### src/rtl/mem_pkg.sv
// Shared types for the store write buffer.
// Holds default widths, the buffer entry layout and a word-address helper.
package mem_pkg;

  localparam int MEM_ADDR_WIDTH = 32;
  localparam int MEM_DATA_WIDTH = 32;

  typedef struct packed {
    logic                      valid;
    logic [MEM_ADDR_WIDTH-3:0] word_addr;
    logic [MEM_DATA_WIDTH-1:0] data;
  } wb_entry_t;

  function automatic logic [MEM_ADDR_WIDTH-3:0] word_addr(
    input logic [MEM_ADDR_WIDTH-1:0] a
  );
    return a[MEM_ADDR_WIDTH-1:2];
  endfunction

endpackage

### src/rtl/store_write_buffer_if.sv
// Memory drain port of the store write buffer (valid/ready style).
// master: buffer side (we/addr/wdata out, ready in); slave: memory side.
interface store_write_buffer_if #(
  parameter int ADDR_WIDTH = 32,
  parameter int DATA_WIDTH = 32
);
  logic                  mem_we;
  logic [ADDR_WIDTH-1:0] mem_addr;
  logic [DATA_WIDTH-1:0] mem_wdata;
  logic                  mem_ready;

  modport master (
    output mem_we,
    output mem_addr,
    output mem_wdata,
    input  mem_ready
  );

  modport slave (
    input  mem_we,
    input  mem_addr,
    input  mem_wdata,
    output mem_ready
  );
endinterface

### src/rtl/store_write_buffer_match.sv
// DEPTH-way word-address comparator over the buffer entries.
// Ports: valid_i/waddr_i (entries), key_i (lookup), match_o (one-hot), hit_o.
module store_write_buffer_match #(
  parameter int DEPTH = 4,
  parameter int AW    = 30
) (
  input  logic [DEPTH-1:0] valid_i,
  input  logic [AW-1:0]    waddr_i [DEPTH],
  input  logic [AW-1:0]    key_i,
  output logic [DEPTH-1:0] match_o,
  output logic             hit_o
);

  // One-hot because the buffer never holds two valid entries per word.
  always_comb begin
    match_o = '0;
    for (int i = 0; i < DEPTH; i++) begin
      match_o[i] = valid_i[i] && (waddr_i[i] == key_i);
    end
  end

  assign hit_o = |match_o;

endmodule

### src/rtl/store_write_buffer.sv
// Posted-write FIFO between write-through cache and memory: merges
// repeat word stores, forwards buffered data to loads, drains in order.
// Ports: clk_i/rst_i, store (wr_*, stall_o), load forward (rd_addr_i,
// fwd_*), memory drain interface mem (master), empty_o, count_o.
module store_write_buffer
  import mem_pkg::*;
#(
  parameter int ADDR_WIDTH = MEM_ADDR_WIDTH,
  parameter int DATA_WIDTH = MEM_DATA_WIDTH,
  parameter int DEPTH      = 4
) (
  input  logic                     clk_i,
  input  logic                     rst_i,
  input  logic                     wr_en_i,
  input  logic [ADDR_WIDTH-1:0]    wr_addr_i,
  input  logic [DATA_WIDTH-1:0]    wr_data_i,
  output logic                     stall_o,
  input  logic [ADDR_WIDTH-1:0]    rd_addr_i,
  output logic                     fwd_hit_o,
  output logic [DATA_WIDTH-1:0]    fwd_data_o,
  store_write_buffer_if.master     mem,
  output logic                     empty_o,
  output logic [$clog2(DEPTH):0]   count_o
);

  localparam int PW = $clog2(DEPTH);
  localparam int CW = PW + 1;
  localparam int AW = ADDR_WIDTH - 2;

  wb_entry_t         entries_q [DEPTH];
  logic [PW-1:0]     head_q;
  logic [PW-1:0]     tail_q;
  logic [CW-1:0]     count_q;

  logic [DEPTH-1:0]  ent_valid;
  logic [AW-1:0]     ent_waddr [DEPTH];
  logic [DEPTH-1:0]  st_match;
  logic              st_hit;
  logic [DEPTH-1:0]  ld_match;
  logic              ld_hit;

  logic              empty;
  logic              full;
  logic              pop;
  logic              merge;
  logic              alloc;

  logic              unused_lsb;
  assign unused_lsb = ^{wr_addr_i[1:0], rd_addr_i[1:0]};

  always_comb begin
    ent_valid = '0;
    for (int i = 0; i < DEPTH; i++) begin
      ent_valid[i] = entries_q[i].valid;
      ent_waddr[i] = entries_q[i].word_addr;
    end
  end

  store_write_buffer_match #(
    .DEPTH (DEPTH),
    .AW    (AW)
  ) u_st_match (
    .valid_i (ent_valid),
    .waddr_i (ent_waddr),
    .key_i   (word_addr(wr_addr_i)),
    .match_o (st_match),
    .hit_o   (st_hit)
  );

  store_write_buffer_match #(
    .DEPTH (DEPTH),
    .AW    (AW)
  ) u_ld_match (
    .valid_i (ent_valid),
    .waddr_i (ent_waddr),
    .key_i   (word_addr(rd_addr_i)),
    .match_o (ld_match),
    .hit_o   (ld_hit)
  );

  assign empty = (count_q == '0);
  assign full  = (count_q == CW'(DEPTH));
  assign pop   = !empty && mem.mem_ready;

  // A store hitting the head as it leaves becomes a fresh tail entry so
  // memory sees the old value first, then the new one.
  assign merge = wr_en_i && st_hit && !(st_match[head_q] && pop);
  assign alloc = wr_en_i && !merge && !full;
  assign stall_o = wr_en_i && !merge && full;

  always_ff @(posedge clk_i) begin
    if (rst_i) begin
      for (int i = 0; i < DEPTH; i++) begin
        entries_q[i] <= '0;
      end
      head_q  <= '0;
      tail_q  <= '0;
      count_q <= '0;
    end else begin
      if (pop) begin
        entries_q[head_q].valid <= 1'b0;
        head_q <= head_q + PW'(1);
      end
      if (merge) begin
        for (int i = 0; i < DEPTH; i++) begin
          if (st_match[i]) begin
            entries_q[i].data <= wr_data_i;
          end
        end
      end
      if (alloc) begin
        entries_q[tail_q].valid     <= 1'b1;
        entries_q[tail_q].word_addr <= word_addr(wr_addr_i);
        entries_q[tail_q].data      <= wr_data_i;
        tail_q <= tail_q + PW'(1);
      end
      count_q <= count_q + CW'(alloc) - CW'(pop);
    end
  end

  always_comb begin
    fwd_data_o = '0;
    for (int i = 0; i < DEPTH; i++) begin
      if (ld_match[i]) begin
        fwd_data_o = fwd_data_o | entries_q[i].data;
      end
    end
  end

  assign fwd_hit_o     = ld_hit;
  assign mem.mem_we    = !empty;
  assign mem.mem_addr  = {entries_q[head_q].word_addr, 2'b00};
  assign mem.mem_wdata = entries_q[head_q].data;
  assign empty_o       = empty;
  assign count_o       = count_q;

endmodule

### src/flat_wrapper.sv
// flat-port wrapper written by rule: the top's interface ports become plain ports
module store_write_buffer_flat import mem_pkg::*;
#(
  parameter int ADDR_WIDTH = MEM_ADDR_WIDTH,
  parameter int DATA_WIDTH = MEM_DATA_WIDTH,
  parameter int DEPTH      = 4
)
  (clk_i, rst_i, wr_en_i, wr_addr_i, wr_data_i, stall_o, rd_addr_i, fwd_hit_o, fwd_data_o, empty_o, count_o, mem_mem_we, mem_mem_addr, mem_mem_wdata, mem_mem_ready);
  store_write_buffer_if #(.ADDR_WIDTH(ADDR_WIDTH), .DATA_WIDTH(DATA_WIDTH)) mem_i ();
  input  logic clk_i;
  input  logic rst_i;
  input  logic wr_en_i;
  input  logic [ADDR_WIDTH-1:0] wr_addr_i;
  input  logic [DATA_WIDTH-1:0] wr_data_i;
  output logic stall_o;
  input  logic [ADDR_WIDTH-1:0] rd_addr_i;
  output logic fwd_hit_o;
  output logic [DATA_WIDTH-1:0] fwd_data_o;
  output logic empty_o;
  output logic [$clog2(DEPTH):0] count_o;
  output wire logic [$bits(mem_i.mem_we)-1:0] mem_mem_we;
  output wire logic [$bits(mem_i.mem_addr)-1:0] mem_mem_addr;
  output wire logic [$bits(mem_i.mem_wdata)-1:0] mem_mem_wdata;
  input wire logic [$bits(mem_i.mem_ready)-1:0] mem_mem_ready;
  assign mem_mem_we = mem_i.mem_we;
  assign mem_mem_addr = mem_i.mem_addr;
  assign mem_mem_wdata = mem_i.mem_wdata;
  assign mem_i.mem_ready = mem_mem_ready;
  store_write_buffer #(.ADDR_WIDTH(ADDR_WIDTH), .DATA_WIDTH(DATA_WIDTH), .DEPTH(DEPTH)) u_core (.clk_i(clk_i), .rst_i(rst_i), .wr_en_i(wr_en_i), .wr_addr_i(wr_addr_i), .wr_data_i(wr_data_i), .stall_o(stall_o), .rd_addr_i(rd_addr_i), .fwd_hit_o(fwd_hit_o), .fwd_data_o(fwd_data_o), .mem(mem_i), .empty_o(empty_o), .count_o(count_o));
endmodule
### config.mk
export PLATFORM = sky130hd
export DESIGN_NAME = store_write_buffer_flat
export DESIGN_NICKNAME = d
export VERILOG_FILES = /design/src/rtl/mem_pkg.sv /design/src/rtl/store_write_buffer_if.sv /design/src/rtl/store_write_buffer_match.sv /design/src/rtl/store_write_buffer.sv /design/src/flat_wrapper.sv
export SDC_FILE = /design/constraint.sdc
export NUM_CORES = 1
export LEC_CHECK = 0
export CAP_MARGIN = 10
export CORE_MARGIN = 1
export CORE_UTILIZATION = 45
export CTS_CLUSTER_DIAMETER = 150
export CTS_CLUSTER_SIZE = 10
export DETAILED_ROUTE_END_ITERATION = 6
export PLACE_DENSITY = 0.76
export SETUP_SLACK_MARGIN = 0.5
export SYNTH_ARGS = -nofsm -noshare
export SYNTH_HDL_FRONTEND = slang
export SYNTH_SLANG_ARGS = --single-unit
### constraint.sdc
create_clock -name clk_i -period 9.7 [get_ports clk_i]
set_input_delay 2.91 -clock clk_i [delete_from_list [all_inputs] [get_ports clk_i]]
set_output_delay 2.91 -clock clk_i [all_outputs]
set_load 0.05 [all_outputs]
Word-level counts from Yosys, hierarchy flattened --
Memory sizes are Yosys's and may differ from the RTL's. A register that Yosys moved wholly into a read port is not among the register bits. Index checks and enable logic that the tools add are counted.
Operators by class: eq/ne operators 10, multiply operators 0, add/sub/neg operators 4, muxes and demuxes 39, reduce and logical (&&, ||, !) cells 23, bitwise gates (word level) 13, shift-type cells 0, order comparisons 1, div/mod/pow operators 0
Operators by type and width (count):
- two-way mux 32 bit | 8
- == test 30 bit | 8
- OR 32 bit | 3
- two-way mux 63 bit | 1
- OR reduction 63 bit | 1
- two-way mux 1 bit | 25
- logical AND 1 bit | 15
- two-way mux 2 bit | 4
- OR reduction 4 bit | 2
- adder 2 x 1 -> 2 bit, second input constant | 2
- zero test 1 bit | 4
- OR 1 bit | 4
- adder 3 x 1 -> 3 bit | 1
- bitwise AND 1 bit | 3
- == test 3 bit, second input constant | 1
- zero test 3 bit | 1
- less-than comparator 2 x 3 -> 1 bit, second input constant | 1
- subtractor 3 x 1 -> 3 bit | 1
- binary-select mux 1 bit (select 2 bit) | 1
- == test 2 bit | 1
- inverter 1 bit | 2
- bitwise AND 1 bit, first input constant | 1
Storage, ports and cells: bits in registers 7, logic and storage cells 94, output and inout port bits 103, RAM bits 252, ROM bits 0, memories kept 1, input port bits 100, latch bits 0
Memories:
- u_core.entries_q | words 4, bits a word 63, rd ports 5, clocked after Yosys merged registers in 1, write ports 5, RTL line store_write_buffer.sv:30 | wb_entry_t entries_q [DEPTH];

Longest topological paths before layout --
An unclocked memory read counts as a cell.
depth after elaboration 17, gate-level depth with buffers 15, depth with buffers taken out 13

Modules after synthesis --
From an unflattened synthesis, not the netlist that was laid out.
Unflattened totals: cells, all modules 1168, area total of the unflattened synthesis 15461.1 sq um
Modules (own cells, without submodules):
- store_write_buffer | area each 12408.2 sq um, seq. area each 7707.4 sq um, cells an instance 818, instances 1
- store_write_buffer_match | area each 1526.5 sq um, seq. area each 0.0 sq um, cells an instance 175, instances 2

Worst setup path after synthesis --
OpenSTA, ideal clock, no wires.
path type input-to-output, start input port wr_addr_i[13], end output port stall_o, slack 996 ps, arrival 5794 ps, required time 6790 ps, path buffers 2, stages 9, cell sequence buf_4 > xnor2_1 > nand4_1 > or4_4 > nor3_4 > o31ai_2 > o21ai_4 > clkbuf_2 > nor3b_1
On the way: cells in the longest elaborated chain, start to end 10, elaborated cells on any way between the ends 18, those cells by class eq/ne: 4; mux: 2; reduce/logical: 12
Ends and longest elaborated chain:
- start, declared | RTL line flat_wrapper.sv:13 | input logic [ADDR_WIDTH-1:0] wr_addr_i;
- == test 30 bit | RTL line store_write_buffer_match.sv:18 | match_o[i] = valid_i[i] && (waddr_i[i] == key_i);
- logical AND 1 bit | RTL line store_write_buffer_match.sv:18
- binary-select mux 1 bit (select 2 bit) | RTL line store_write_buffer.sv:87 | assign merge = wr_en_i && st_hit && !(st_match[head_q] && pop);
- two-way mux 1 bit (not written as such) | RTL line store_write_buffer.sv:87
- logical AND 1 bit | RTL line store_write_buffer.sv:87
- zero test 1 bit | RTL line store_write_buffer.sv:87
- logical AND 1 bit (*) | RTL line store_write_buffer.sv:87
- zero test 1 bit (*) | RTL line store_write_buffer.sv:89 | assign stall_o = wr_en_i && !merge && full;
- logical AND 1 bit (*) (2 in a row) | RTL line store_write_buffer.sv:89
- end, declared | RTL line flat_wrapper.sv:15 | output logic stall_o;
Mark *: on every way between the ends. The rest lies on a longest branch, timed or not. The select of a mux whose other input is x is not followed.

Worst setup path after layout --
start input port rd_addr_i[30], end output port fwd_hit_o
On the way: cells in the longest elaborated chain, start to end 3, elaborated cells on any way between the ends 9, those cells by class eq/ne: 4; reduce/logical: 5
Ends and longest elaborated chain:
- start, declared | RTL line flat_wrapper.sv:16 | input logic [ADDR_WIDTH-1:0] rd_addr_i;
- == test 30 bit | RTL line store_write_buffer_match.sv:18
- logical AND 1 bit | RTL line store_write_buffer_match.sv:18
- OR reduction 4 bit (*) | RTL line store_write_buffer_match.sv:22 | assign hit_o = |match_o;
- end, declared | RTL line flat_wrapper.sv:17 | output logic fwd_hit_o;
Mark *: on every way between the ends. The rest lies on a longest branch, timed or not.

==> impl_metrics.py <==
metrics = {
    "global_route": {
        "grt_max_degree": 49,
        "met3_usage_pct": 4.54,
        "grt_pass1_vias": 10943,
        "busiest_layer": "met2",
        "grt_pass1_wl_um": 71300,
        "gr-total-overflow": 0,
        "grtUsageTotal_pct": 27.4,
        "grtUsageMet2_pct": 44.1,
        "grt_use_met1_pct": 37.9,
        "antenna_found_initial": 1,
    },
    "setup_path": {
        "critical_path_class": "in -> out",
        "cp_slowest_cell": "clkdlybuf4s50_1",
        "path_cells": "clkdlybuf4s50_1 -> xnor2_1 -> nand4_1 -> or4_1 -> nor4_4 -> buf_12 -> or4_1 -> clkdlybuf4s50_1",
        "critical-path-top-delay-family": "buffers and inverters",
        "endpoint": "fwd_hit_o",
        "crit_start": "rd_addr_i[30]",
        "slowest_delay_ns": 0.79,
        "crit_fanout": 33,
        "path_depth": 8,
        "worstSetupEndpointType": "output port",
        "reg2reg_slack_ns": 5.50,
        "worstReg2RegStart": "u_core.entries_q[2][53]$_SDFFCE_PN0P_",
        "cp.buffers_inverters": 3,
        "required_ns": 6.79,
        "r2r_end": "u_core.entries_q[0][31]$_DFFE_PP_",
        "worst_ep_arrival_time_ns": 6.24,
        "reg2regPathDepth": 9,
        "cp-start-kind": "input pin",
    },
    "floorplan": {
        "die_area_um2": 35000,
        "start_util_pct": 45.9,
        "ios": 203,
        "die_y_um": 187,
        "rows": 67,
        "core_area_um2": 33600,
        "dieWidth_um": 187,
    },
    "logic_synthesis": {
        "synthTopCellsByArea": "edfxtp_1, xnor2_1, mux4_2, and2_1, a22oi_1",
        "synth_seq_cells": 261,
        "synth.distinct_cells": 54,
        "yosysSeqAreaShare_pct": 50.0,
        "async_flop_share_pct": 0,
        "synth_top_area_share_pct": 48.3,
        "yosys_warnings": 0,
        "yosysTopAreaCell": "edfxtp_1",
        "synth-edff-count": 248,
        "syn_avg_cell_area_um2": 12.2,
        "netlist_instances": 1262,
        "synthesis.area_um2": 15400,
        "synth_flop_cell": "edfxtp_1",
    },
    "run_status": {
        "status": "finished clean",
    },
    "flow_run": {
        "drv_cap": 0,
    },
    "finish": {
        "fill_cells": 2800,
        "area_delta_synth_final_pct": 18.9,
        "regArea_um2": 7710,
        "drive_gt1_share_pct": 14.0,
        "multiInputGateArea_um2": 7050,
        "nets": 1508,
    },
    "clocking": {
        "cts.path.max_buffers": 3,
        "clkSinkCount": 261,
        "cts_root_buf": "clkbuf_16",
        "cts_buffers": 30,
        "cts_tree": "done",
        "worstSkewPairLatency_ns": 0.59,
        "path_clk_slew_ns": 0.06,
        "htreeDepth": 1,
    },
    "timing": {
        "clock-skew-final_ns": 0.0313,
        "timing.fmax_mhz": 109,
        "finalHoldViolCount": 0,
        "slew_viol_final": 0,
        "finalSetupTns_ns": 0,
        "tightestPinTransition_ns": 1.04,
        "slew_headroom_pct": 30.6,
        "fin_crit_sh_pct": 94.3,
        "layout_setup_ws_ns": 0.549,
        "setup_violations": 0,
        "rsz0062_at_grt": "false",
        "period_needed_ns": 9.15,
    },
    "route": {
        "num_vias": 11049,
        "antenna_left": 0,
        "drtIter0Drc": 1221,
        "viasPerCell": 5.93,
        "route.detailed.drc": 0,
        "wl_per_cell_um": 25.9,
        "totalWireLength_um": 48200,
        "firstDrtPassIters": 5,
    },
    "placement": {
        "dpl.hpwl_um": 33600,
        "portBuffers": 196,
        "gp_congestion": 0.993,
        "dp_slack_ns": 0.468,
    },
    "power_and_ir_drop": {
        "p_leak_nw": 6.44,
        "power_density_nw_per_um2": 225,
        "irDropWorstVdd_v": 0.000154,
    },
    "min_path": {
        "hp-class": "reg -> reg",
    },
}
==> flip-flops by register name, summed over array words and instances (netlist names), named ones only <==
register and cells:
u_core.tail_q 2, u_core.count_o 3, u_core.head_q 2, u_core.entries_q 252
==> metal layers <==
metal	vias to the layer above	share of wire, %
met4	2	3.2
met5	-	0.023
li1	4824	-
met2	584	47
met1	5545	40
met3	94	9.2
==> placed cells by master (no fill, tap or decap), types with 9 or more instances in the layout <==
master	netlist	final
nor4_1	16	15
clkdlybuf4s50_1	0	163
nor2_1	107	107
nor2b_1	14	14
a22oi_1	64	64
clkbuf_1	56	16
buf_4	29	50
and3_1	31	31
and2_1	91	91
nor2b_2	19	19
dfxtp_1	13	11
mux4_2	62	62
xor2_1	28	28
clkbuf_16	0	30
ha_1	10	10
xnor2_1	215	214
inv_1	9	9
edfxtp_1	248	248
nand2_1	85	84
nand4_1	70	70
==> where the power goes <==
part / internal (mW) / switching (mW)
sequential: 1.40 / 0.157
clock: 0.569 / 0.454
combinational: 0.588 / 0.953
total: 2.56 / 1.56
==> timing repair <==
| action | in CTS | in global routing |
|---|---|---|
| setup buffers | 0 | 1 |
| pin swaps | 1 | 1 |
| resized for setup | 0 | 6 |
| endpoints found under the setup margin | 4 | 6 |
| hold buffers | 0 | 0 |
==> logic make-up (layout without fill, tap and decap cells) <==
logic type,after synthesis,count (layout),share of synthesized area [%]
and+or+nand+nor,466,466,16.8
DFF,261,261,50.0
xor gates and xnor gates,243,243,13.8
buffers and inverters,129,279,4.66
AOI/OAI and AO/OA,88,88,4.70
muxes,63,63,9.12
adders and majority gates,11,11,0.941
other,1,3,0.0243
==> worst register-to-register path, stage by stage (launching register included) <==
cell	delay, ns
edfxtp_1	0.47
xnor2_1	0.35
nand4_1	0.20
nor4_1	0.47
nand4_1	0.31
a21oi_1	0.48
a211oi_1	0.19
nor3_4	0.14
buf_4	0.41
nand2_2	0.69
==> stage by stage <==
step / std cells / cell area (µm²) / total power [mW] / hold WS, ns / utilization, %
6_report: 1862 / 18300 / 4.12 / 0.562 / 54.6
5_1_grt: 1861 / 18300 / 4.25 / 0.591 / 54.5
4_1_cts: 1860 / 18300 / 4.13 / 0.566 / 54.4
3_5_place_dp: 1812 / 17400 / 3.12 / 0.557 / 51.9
3_3_place_gp: 1812 / 17400 / 3.10 / 0.536 / 51.9
2_1_floorplan: 1263 / 15400 / 2.60 / 0.470 / -
==> cell usage after synthesis (all sizes together), types with 2 or more instances <==
library cell and count:
a211oi 3, a21boi 2, a21oi 7, a22oi 65, a31o 2, and2 91, and3 32, buf 61
clkbuf 57, dfxtp 13, edfxtp 248, ha 10, inv 10, mux4 62, nand2 85, nand3 6
nand4 70, nor2 107, nor2b 33, nor3 7, nor4 20, o31a 3, or3 5, or4 7
xnor2 215, xor2 28
==> worst min-delay path by stage <==
stage	cells past startpoint	from	slack, ns	end
floorplan	1	u_core.entries_q[0][62]$_SDFFE_PP1P_	0.47	u_core.entries_q[0][62]$_SDFFE_PP1P_
finish	1	u_core.tail_q[1]$_SDFFE_PP0N_	0.56	u_core.tail_q[1]$_SDFFE_PP0N_
detailed placement	1	u_core.tail_q[1]$_SDFFE_PP0N_	0.56	u_core.tail_q[1]$_SDFFE_PP0N_
global route	1	u_core.tail_q[1]$_SDFFE_PP0N_	0.59	u_core.tail_q[1]$_SDFFE_PP0N_
CTS	1	u_core.tail_q[1]$_SDFFE_PP0N_	0.57	u_core.tail_q[1]$_SDFFE_PP0N_
global placement	1	u_core.tail_q[1]$_SDFFE_PP0N_	0.54	u_core.tail_q[1]$_SDFFE_PP0N_
==> area by class of cell <==
cell class	instances	share of cell area (%)
antenna	1	0.0136
clock buffer	46	4.42
clock inverter	2	0.212
inverter	11	0.225
multi-input combinational	873	38.5
sequential	261	42.1
tap	448	3.06
timing repair buffer	220	11.5
Note: power is estimated with default switching activity, not from simulation.
